## src/rtl/ascii_keyenc.sv

```systemverilog
// ASCII to USB HID key event encoder (Spanish layout): each accepted byte yields
// a press report held HOLD_CYCLES, then a release report held GAP_CYCLES.
module ascii_keyenc #(
    parameter int HOLD_CYCLES = 16,
    parameter int GAP_CYCLES  = 16
) (
    input  logic       i_clk,
    input  logic       i_rstn,
    input  logic       i_valid,
    input  logic [7:0] i_byte,
    output logic       o_ready,
    output logic [7:0] o_key,
    output logic [7:0] o_mod,
    output logic       o_stb,
    output logic       o_err
);

    localparam int MAX_CYCLES = (HOLD_CYCLES > GAP_CYCLES) ? HOLD_CYCLES : GAP_CYCLES;
    localparam int CW         = $clog2(MAX_CYCLES + 1);

    typedef enum logic [1:0] {
        S_IDLE    = 2'd0,
        S_PRESS   = 2'd1,
        S_RELEASE = 2'd2
    } state_t;

    state_t        state_q, state_d;
    logic [CW-1:0] cnt_q, cnt_d;
    logic [7:0]    key_q, key_d;
    logic [7:0]    mod_q, mod_d;
    logic          stb_q, stb_d;
    logic          err_q, err_d;

    logic          lk_hit;
    logic [7:0]    lk_mod;
    logic [7:0]    lk_key;

    // Returns {hit, modifier, scan code}; explicit cases take priority over the ranges.
    function automatic logic [16:0] lookup(input logic [7:0] c);
        logic       hit;
        logic [7:0] md;
        logic [7:0] ky;
        hit = 1'b1;
        md  = 8'h00;
        ky  = 8'h00;
        case (c)
            8'h0D: ky = 8'h28;
            8'h0A: ky = 8'h58;
            8'h1B: ky = 8'h29;
            8'h08: ky = 8'h2A;
            8'h7F: ky = 8'h4C;
            8'h09: ky = 8'h2B;
            8'h20: ky = 8'h2C;
            8'h27: ky = 8'h2D;
            8'h60: ky = 8'h2F;
            8'h2B: ky = 8'h30;
            8'h2C: ky = 8'h36;
            8'h2E: ky = 8'h37;
            8'h2D: ky = 8'h38;
            8'h3C: ky = 8'h64;
            8'h21: begin md = 8'h02; ky = 8'h1E; end
            8'h22: begin md = 8'h02; ky = 8'h1F; end
            8'h24: begin md = 8'h02; ky = 8'h21; end
            8'h25: begin md = 8'h02; ky = 8'h22; end
            8'h26: begin md = 8'h02; ky = 8'h23; end
            8'h2F: begin md = 8'h02; ky = 8'h24; end
            8'h28: begin md = 8'h02; ky = 8'h25; end
            8'h29: begin md = 8'h02; ky = 8'h26; end
            8'h3D: begin md = 8'h02; ky = 8'h27; end
            8'h3F: begin md = 8'h02; ky = 8'h2D; end
            8'h5E: begin md = 8'h02; ky = 8'h2F; end
            8'h2A: begin md = 8'h02; ky = 8'h30; end
            8'h3B: begin md = 8'h02; ky = 8'h36; end
            8'h3A: begin md = 8'h02; ky = 8'h37; end
            8'h5F: begin md = 8'h02; ky = 8'h38; end
            8'h3E: begin md = 8'h02; ky = 8'h64; end
            8'h7C: begin md = 8'h40; ky = 8'h1E; end
            8'h40: begin md = 8'h40; ky = 8'h1F; end
            8'h23: begin md = 8'h40; ky = 8'h20; end
            8'h7E: begin md = 8'h40; ky = 8'h21; end
            8'h5B: begin md = 8'h40; ky = 8'h2F; end
            8'h5D: begin md = 8'h40; ky = 8'h30; end
            8'h7D: begin md = 8'h40; ky = 8'h32; end
            8'h7B: begin md = 8'h40; ky = 8'h34; end
            8'h5C: begin md = 8'h40; ky = 8'h35; end
            default: begin
                if (c >= 8'h01 && c <= 8'h1A) begin
                    md = 8'h01;
                    ky = c + 8'h03;
                end else if (c >= 8'h61 && c <= 8'h7A) begin
                    ky = c - 8'h5D;
                end else if (c >= 8'h41 && c <= 8'h5A) begin
                    md = 8'h02;
                    ky = c - 8'h3D;
                end else if (c >= 8'h31 && c <= 8'h39) begin
                    ky = c - 8'h13;
                end else if (c == 8'h30) begin
                    ky = 8'h27;
                end else begin
                    hit = 1'b0;
                end
            end
        endcase
        return {hit, md, ky};
    endfunction

    always_ff @(posedge i_clk) begin
        if (!i_rstn) begin
            state_q <= S_IDLE;
            cnt_q   <= '0;
            key_q   <= 8'h00;
            mod_q   <= 8'h00;
            stb_q   <= 1'b0;
            err_q   <= 1'b0;
        end else begin
            state_q <= state_d;
            cnt_q   <= cnt_d;
            key_q   <= key_d;
            mod_q   <= mod_d;
            stb_q   <= stb_d;
            err_q   <= err_d;
        end
    end

    always_comb begin
        {lk_hit, lk_mod, lk_key} = lookup(i_byte);
        state_d = state_q;
        cnt_d   = cnt_q;
        key_d   = key_q;
        mod_d   = mod_q;
        stb_d   = 1'b0;
        err_d   = 1'b0;
        case (state_q)
            S_IDLE: begin
                if (i_valid) begin
                    if (lk_hit) begin
                        state_d = S_PRESS;
                        cnt_d   = CW'(HOLD_CYCLES - 1);
                        key_d   = lk_key;
                        mod_d   = lk_mod;
                        stb_d   = 1'b1;
                    end else begin
                        err_d = 1'b1;
                    end
                end
            end
            S_PRESS: begin
                if (cnt_q == '0) begin
                    state_d = S_RELEASE;
                    cnt_d   = CW'(GAP_CYCLES - 1);
                    key_d   = 8'h00;
                    mod_d   = 8'h00;
                    stb_d   = 1'b1;
                end else begin
                    cnt_d = cnt_q - CW'(1);
                end
            end
            S_RELEASE: begin
                if (cnt_q == '0) begin
                    state_d = S_IDLE;
                    cnt_d   = '0;
                end else begin
                    cnt_d = cnt_q - CW'(1);
                end
            end
            default: begin
                state_d = S_IDLE;
                cnt_d   = '0;
            end
        endcase
    end

    always_comb begin
        o_ready = (state_q == S_IDLE);
        o_key   = key_q;
        o_mod   = mod_q;
        o_stb   = stb_q;
        o_err   = err_q;
    end

endmodule

```

## config.mk

```make
export PLATFORM = sky130hd
export DESIGN_NAME = ascii_keyenc
export DESIGN_NICKNAME = d
export VERILOG_FILES = /design/src/rtl/ascii_keyenc.sv
export SDC_FILE = /design/constraint.sdc
export NUM_CORES = 1
export LEC_CHECK = 0
export CAP_MARGIN = 5
export CORE_UTILIZATION = 45
export CTS_BUF_LIST = sky130_fd_sc_hd__clkbuf_8
export CTS_CLUSTER_DIAMETER = 80
export DETAILED_ROUTE_END_ITERATION = 12
export GPL_ROUTABILITY_DRIVEN = 0
export PLACE_DENSITY = 0.69
export SLEW_MARGIN = 5
export SYNTH_ARGS = -nofsm -noshare
export SYNTH_HDL_FRONTEND = slang
export SYNTH_SLANG_ARGS = --single-unit
```

## constraint.sdc

```tcl
create_clock -name i_clk -period 3.3 [get_ports i_clk]
set_clock_uncertainty 0.2 [all_clocks]
set_input_delay 0.825 -clock i_clk [delete_from_list [all_inputs] [get_ports i_clk]]
set_output_delay 0.825 -clock i_clk [all_outputs]
set_load 0.005 [all_outputs]
```

==> results of run 1 <==
what timing repair did:
action	in CTS	in global routing
gates cloned	0	2
gates resized for setup	22	40
endpoints found under the setup margin	17	18
pin swaps	7	13
buffers inserted	2	5
cell usage in the layout, fill, tap and decap left out, types with 3 or more instances in the layout:
master                             n
sky130_fd_sc_hd__a211oi_1          3
sky130_fd_sc_hd__a21oi_1          26
sky130_fd_sc_hd__a31oi_1           5
sky130_fd_sc_hd__buf_4            83
sky130_fd_sc_hd__buf_6             4
sky130_fd_sc_hd__clkbuf_8          3
sky130_fd_sc_hd__clkdlybuf4s50_1  20
sky130_fd_sc_hd__conb_1            5
sky130_fd_sc_hd__dfxtp_1          20
sky130_fd_sc_hd__dlymetal6s2s_1    4
sky130_fd_sc_hd__ha_1              3
sky130_fd_sc_hd__ha_2              3
sky130_fd_sc_hd__inv_1            11
sky130_fd_sc_hd__inv_2             3
sky130_fd_sc_hd__nand2_1          34
sky130_fd_sc_hd__nand2b_1          8
sky130_fd_sc_hd__nand3_1          11
sky130_fd_sc_hd__nand3b_1          6
sky130_fd_sc_hd__nand4_1           7
sky130_fd_sc_hd__nand4b_1          3
sky130_fd_sc_hd__nor2_1           19
sky130_fd_sc_hd__nor2_2            4
sky130_fd_sc_hd__nor2b_1           3
sky130_fd_sc_hd__nor3_1           10
sky130_fd_sc_hd__nor3b_1           4
sky130_fd_sc_hd__o21ai_0          11
sky130_fd_sc_hd__o22ai_1           5
sky130_fd_sc_hd__o22ai_2          10
sky130_fd_sc_hd__xnor2_1           6
sequential cells by signal, indices dropped and copies added (netlist names):
signal,flops
o_key,8
cnt_q,5
state_q,2
o_err,1
o_mod,3
o_stb,1
final timing paths:
path | start | slack [ns] | endpoint
max | i_byte[4] | -0.008 | o_key[5]
min | o_key[7] | 0.27 | o_key[7]
max reg2reg | cnt_q[0] | 1.23 | o_key[5]
min reg2reg | o_key[7] | 0.27 | o_key[7]
per-stage QoR:
step           instance area (um^2)  setup slack [ns]
2_1_floorplan                  2310             0.299
3_3_place_gp                   3080            -0.525
3_5_place_dp                   3080            -0.529
4_1_cts                        3260          -0.00599
5_1_grt                        3550            -0.113
6_report                       3550          -0.00816
power breakdown:
part	switching [mW]	leakage [nW]	internal, mW
Sequential	0.0193	0.163	0.261
Combinational	0.255	1.21	0.222
Clock	0.0925	0.0357	0.162
Total	0.366	1.41	0.645
logic make-up after synthesis:
family	count (synthesis)	share of synthesized area
other	1	0.00164
AO/OA/AOI/OAI	98	0.317
buffers and inverters	42	0.100
multiplexers	2	0.00928
XOR/XNOR	6	0.0229
adder cells (fa/ha/maj)	7	0.0382
AND/OR/NAND/NOR	139	0.336
flip-flops	20	0.175
final cells by class:
class	count	area, um^2
Multi-Input combinational cell	258	1960
Fill cell	356	1270
Timing Repair Buffer	114	978
Sequential cell	20	400
Tap cell	67	83.8
Inverter	14	52.6
Clock buffer	3	41.3
Clock inverter	1	30.0
layer usage:
metal,vias to the layer above,share of wire,track usage
met2,204,0.46,0.500
met1,1479,0.41,0.402
met5,-,0,0
met4,0,0.047,0.128
li1,1364,-,-
met3,52,0.091,0.0480
critical path, stage by stage:
cell,delay (ns)
sky130_fd_sc_hd__clkdlybuf4s50_1,0.53
sky130_fd_sc_hd__buf_4,0.20
sky130_fd_sc_hd__nand4b_1,0.25
sky130_fd_sc_hd__nor3_1,0.49
sky130_fd_sc_hd__nor4_4,0.10
sky130_fd_sc_hd__nand4_4,0.17
sky130_fd_sc_hd__o311ai_4,0.14
sky130_fd_sc_hd__a21oi_4,0.29
sky130_fd_sc_hd__clkbuf_16,0.20
sky130_fd_sc_hd__o22ai_2,0.05
==> reports/summary.md, run 1 <==
Status
- finished, violations left — outcome
- negative setup slack — violations in the final reports

Finish
- 0.737 — Post-Route Utilization
- 477 — number of standard cells in the final layout excluding fillers
- 0.363 — share of cells above drive strength 1
- 0 — Inserted Diodes
- 429 — number of nets in the layout
- 54.8% — layout-stage area growth over the synthesis result

Clock network
- sky130_fd_sc_hd__clkbuf_8 — clock root cell
- 1 — H-tree depth
- 0.27 ns — clock latency on the worst-skew pair
- 20 — total number of clock tree sinks
- done — clock tree from TritonCTS
- 0.08 ns — clock transition at the registers of the reported paths
- 3 — Inserted Clock Buffers
- 0 — # hold bufs at CTS
- 2 — maximum count of clock buffers along a single path

STA
- 1.00 — Period Utilization, post-route
- 0.269 ns — tightest hold margin
- 3 — number of setup violations in the final report
- 0.302 GHz — maximum clock frequency
- 0.692 ns — Worst Tran Pin Value
- 3.31 ns — final period demand of the worst path
- -0.0161 ns — Total Neg Setup Slack
- 0 — final slew viol count
- 0.537 — Slew HR
- -0.00816 ns — worst path setup slack after routing
- 0 — final number of hold-violating endpoints

Synthesis
- sky130_fd_sc_hd__dfxtp_1 — dominant cell type by area after synthesis
- sky130_fd_sc_hd__dfxtp_1 17%, sky130_fd_sc_hd__nand2_1 5.9%, sky130_fd_sc_hd__a21oi_1 5.7%, sky130_fd_sc_hd__o22ai_2 4.9%, sky130_fd_sc_hd__ha_1 3.8% — top area cells in the synthesized netlist
- 0 — number of flops mapped to enable cells by yosys
- 0 — count of yosys warnings during synthesis
- sky130_fd_sc_hd__nand2_1 — most frequent cell after synthesis
- 2290 um^2 — post-synthesis instance area
- 36 x sky130_fd_sc_hd__nand2_1, 26 x sky130_fd_sc_hd__a21oi_1, 23 x sky130_fd_sc_hd__nor2_1 — cell types with the highest counts after synthesis
- sky130_fd_sc_hd__dfxtp_1 — Main synth FF type
- 315 — cell count after synthesis
- 69 — distinct cell type count of the synthesized netlist
- 0.175 — proportion of netlist area held by the largest area contributor
- 20 — number of storage elements in the synthesis netlist
- 7.28 um^2 — synthesized area per cell
- 0 — share of synthesized registers carrying an async set or reset
- 0.175 — register area share after synthesis

Setup path
- primary input — category of the worst setup path launch point
- 3.26 ns — Worst Path Arrival
- 8 — Worst Reg2Reg Path Length in Cells
- flop — type of element capturing the critical path
- primary input to flop — startpoint-to-endpoint class of the critical path
- 3.25 ns — Crit path required time
- 9 — highest fanout seen on the critical path

Detailed routing
- 6.50 — via/cell ratio
- 3099 — detailed-route via count
- 9180 um — final wirelength
- 19.2 um — post-detailed-route wirelength per cell
- 5 — number of iterations in the first detailed-routing pass
- 0 — number of nets with antenna violations after routing
- 392 — first-iteration detailed-routing DRC count
- 0 — drt drc

Placed design
- 5990 um — sum of net half-perimeters after detailed placement
- 24 — count of buffers from port buffering
- 464 — dpl cells

Global route
- 22 — largest net degree at the start of global routing
- 0.307 — overall fraction of global-route tracks in use
- 0 — gr ovfl total
- 0 — antenna violations before repair
- 12800 um — global-route wire length before repair
- 2677 — vias in the first global route

Floorplanning
- 73.4 um — chip width
- 30 — Ports
- 5380 um^2 — Die ar.
- 73.4 um — height of the die
- 0.476 — Initial Utilization
- 25 — row count
- 4820 um^2 — core region area

Power and ir drop
- 1.01 mW — post-route total power
- 0.240 mV — worst supply voltage drop on vdd
- 285 nW/um^2 — areal power density over the cells
- 1.41 nW — Leakage Power

Min path
- 2 — worst hold path stage count
- flop to flop — class of the worst hold path

Flow run
- 0 — number of maximum-capacitance violations

(Power assumes the default switching activity.)
==> inputs of run 2 (changes only) <==
--- a/config.mk
+++ b/config.mk
@@ -11,7 +11,7 @@
 export CTS_CLUSTER_DIAMETER = 80
 export DETAILED_ROUTE_END_ITERATION = 12
 export GPL_ROUTABILITY_DRIVEN = 0
-export PLACE_DENSITY = 0.69
+export PLACE_DENSITY = 0.65
 export SLEW_MARGIN = 5
 export SYNTH_ARGS = -nofsm -noshare
 export SYNTH_HDL_FRONTEND = slang
==> run 2 against run 1 <==
  * The run now ends clean
  * Clock power shrank 3%
  * Fmax increased by 2.7%
  * Critical path depth shrank 1
  * Critical path type unchanged
  * Highest routed layer unchanged
==> reports/summary.md, run 2 (synthesis gave the netlist of run 1 again) <==
STA
- 0.254 ns — tightest hold margin, -0.0149 ns
- 0.310 GHz — maximum clock frequency, +2.7%
- 0.976 — Period Utilization, post-route, -0.0260
- 0 — number of setup violations in the final report, -3
- 0 — final number of hold-violating endpoints, unchanged
- 0.739 ns — Worst Tran Pin Value, +0.0475 ns
- 0 — final slew viol count, unchanged
- 3.22 ns — final period demand of the worst path, -0.0859 ns
- 0.505 — Slew HR, -0.0318
- 0.0777 ns — worst path setup slack after routing, +0.0859 ns

Global route
- met2 — busiest grt layer
- 0 — antenna violations before repair, unchanged
- 2583 — vias in the first global route, -3.5%
- 0 — gr ovfl total, unchanged
- 0.304 — overall fraction of global-route tracks in use, -0.00251
- 12700 um — global-route wire length before repair, -1.1%
- 0.402 — global routing met1 resource utilization, -0.000498
- 0.0466 — met3 Resource Use GR, -0.00137
- 20 — largest net degree at the start of global routing, -9.1%
- 0.511 — global-route met2 utilization, +0.0113

Floorplanning
- 0.476 — Initial Utilization, unchanged
- 25 — row count, unchanged
- 73.4 um — chip width, unchanged
- 73.4 um — height of the die, unchanged
- 5380 um^2 — Die ar., unchanged
- 4820 um^2 — core region area, unchanged
- 30 — Ports, unchanged

Min path
- 2 — worst hold path stage count, unchanged
- o_key[7] — hold wc startpoint
- o_key[7] — capture endpoint of the worst hold path
- flop to flop — class of the worst hold path

Power and ir drop
- 287 nW/um^2 — areal power density over the cells, +0.55%
- 0.966 mW — post-route total power, -4.4%
- 1.34 nW — Leakage Power, -4.5%
- 0.225 mV — worst supply voltage drop on vdd, -6.3%

Clock network
- 2 — maximum count of clock buffers along a single path, unchanged
- 20 — total number of clock tree sinks, unchanged
- 0.09 ns — clock transition at the registers of the reported paths, about the same
- 3 — Inserted Clock Buffers, unchanged
- 1 — H-tree depth, unchanged
- 0.26 ns — clock latency on the worst-skew pair, about the same
- 0 — # hold bufs at CTS, unchanged
- sky130_fd_sc_hd__clkbuf_8 — clock root cell
- done — clock tree from TritonCTS

Finish
- 0 — Inserted Diodes, unchanged
- 404 — fillers, +13%
- 400 um^2 — Storage cell area, unchanged
- 47.2% — layout-stage area growth over the synthesis result
- 412 — number of nets in the layout, -4.0%
- sky130_fd_sc_hd__buf_4 — most common cell after layout, fill and taps aside
- 3370 um^2 — final std cell area, no fill, -4.9%
- 460 — number of standard cells in the final layout excluding fillers, -3.6%
- 0.333 — share of cells above drive strength 1, -0.0301
- 1940 um^2 — footprint of the multi-input gates, -1.3%
- 8 — max FFs per register, unchanged
- 69 x sky130_fd_sc_hd__buf_4, 35 x sky130_fd_sc_hd__nand2_1, 26 x sky130_fd_sc_hd__a21oi_1, 20 x sky130_fd_sc_hd__nor2_1, 20 x sky130_fd_sc_hd__dfxtp_1 — commonest non-fill, non-tap cells in the layout

Placed design
- 5790 um — sum of net half-perimeters after detailed placement, -3.4%
- 453 — dpl cells, -2.4%
- -0.549 ns — post-placement worst setup slack, -0.0194 ns
- 3000 um^2 — post-placement cell area, -2.7%
- 24 — count of buffers from port buffering, unchanged

Detailed routing
- 0 — number of nets with antenna violations after routing, unchanged
- 2887 — detailed-route via count, -6.8%
- 6.28 — via/cell ratio, -3.4%
- 0 — drt drc, unchanged
- 17.8 um — post-detailed-route wirelength per cell, -7.4%
- 8200 um — final wirelength, -11%
- 5 — number of iterations in the first detailed-routing pass, unchanged
- 332 — first-iteration detailed-routing DRC count, -15%

Flow run
- 0 — number of maximum-capacitance violations, unchanged

Setup path
- primary input — category of the worst setup path launch point
- primary input to flop — startpoint-to-endpoint class of the critical path
- 11 — highest fanout seen on the critical path, +2
- 1.28 ns — setup slack of the worst register-to-register path, +0.05 ns
- cnt_q[0] — origin of the critical flop-to-flop path
- 3.25 ns — Crit path required time, about the same
- 3.18 ns — Worst Path Arrival, -0.08 ns
- flop — type of element capturing the critical path
- 8 — Worst Reg2Reg Path Length in Cells, unchanged
- o_key[1] — end of the worst register-to-register path

Status
- finished clean — outcome

==> run 2: cell types whose count changed in the layout (fill, tap and decap cells not counted), sizes merged <==
cell / previous run / this run
buf: 89 / 73
dlymetal6s2s: 4 / 5
clkdlybuf4s50: 20 / 19
clkbuf: 4 / 3
==> run 2: power by group <==
part,switching (mW),internal [mW],total [mW]
clock,0.0859,0.162,0.248
sequential,0.0185,0.261,0.279
combinational,0.239,0.201,0.439
total,0.343,0.623,0.966
==> run 2: per-layer routing <==
metal | up-vias | wire [um]
met5 | - | 0
met4 | 0 | 281
li1 | 1328 | -
met3 | 37 | 722
met2 | 171 | 3890
met1 | 1351 | 3300
==> run 2: final cells by class <==
cell class,count,area share
Clock inverter,1,0.00890
Multi-Input combinational cell,258,0.574
Inverter,14,0.0156
Clock buffer,3,0.0122
Sequential cell,20,0.119
Tap cell,67,0.0249
Timing Repair Buffer,97,0.246
==> run 2: how the worst max path moves through the flow <==
| stage | start | endpoint | slack [ns] | cells past startpoint |
|---|---|---|---|---|
| 3_3_place_gp | i_byte[0] | o_key[3] | -0.52 | 11 |
| 3_5_place_dp | i_byte[0] | o_key[3] | -0.55 | 11 |
| 2_1_floorplan | i_byte[1] | o_key[1] | 0.30 | 10 |
| 6_report | i_byte[4] | o_key[3] | 0.08 | 9 |
| 4_1_cts | i_byte[1] | o_mod[6] | -0.008 | 12 |
| 5_1_grt | i_byte[4] | o_key[3] | -0.01 | 10 |
==> run 2: repair_timing <==
item | in CTS | in global routing
pin swaps | 8 | 6
cloned | 1 | 0
setup buffers | 2 | 0
setup endpoints to repair | 18 | 18
resized for setup | 32 | 24
==> run 2: critical path, stage by stage <==
cell	delay [ns]
sky130_fd_sc_hd__clkdlybuf4s50_1	0.52
sky130_fd_sc_hd__buf_4	0.22
sky130_fd_sc_hd__mux2i_2	0.28
sky130_fd_sc_hd__o32ai_2	0.12
sky130_fd_sc_hd__a31oi_2	0.25
sky130_fd_sc_hd__nand3_1	0.16
sky130_fd_sc_hd__or4_1	0.56
sky130_fd_sc_hd__a21boi_2	0.16
sky130_fd_sc_hd__o22ai_2	0.09
==> run 2: stage by stage <==
stage,utilization,TNS [ns]
finish,0.700,0
floorplan,-,0
CTS,0.675,-0.00754
detailed placement,0.623,-8.51
global placement,0.623,-6.97
global route,0.700,-0.0138
==> inputs of run 3 (changes only) <==
--- a/config.mk
+++ b/config.mk
@@ -7,7 +7,7 @@
 export LEC_CHECK = 0
 export CAP_MARGIN = 5
 export CORE_UTILIZATION = 45
-export CTS_BUF_LIST = sky130_fd_sc_hd__clkbuf_8
+export CTS_BUF_LIST = sky130_fd_sc_hd__clkbuf_8 sky130_fd_sc_hd__clkbuf_16
 export CTS_CLUSTER_DIAMETER = 80
 export DETAILED_ROUTE_END_ITERATION = 12
 export GPL_ROUTABILITY_DRIVEN = 0
==> results of run 3 <==
Final layout, timing and power as in run 2 (identical DEF).
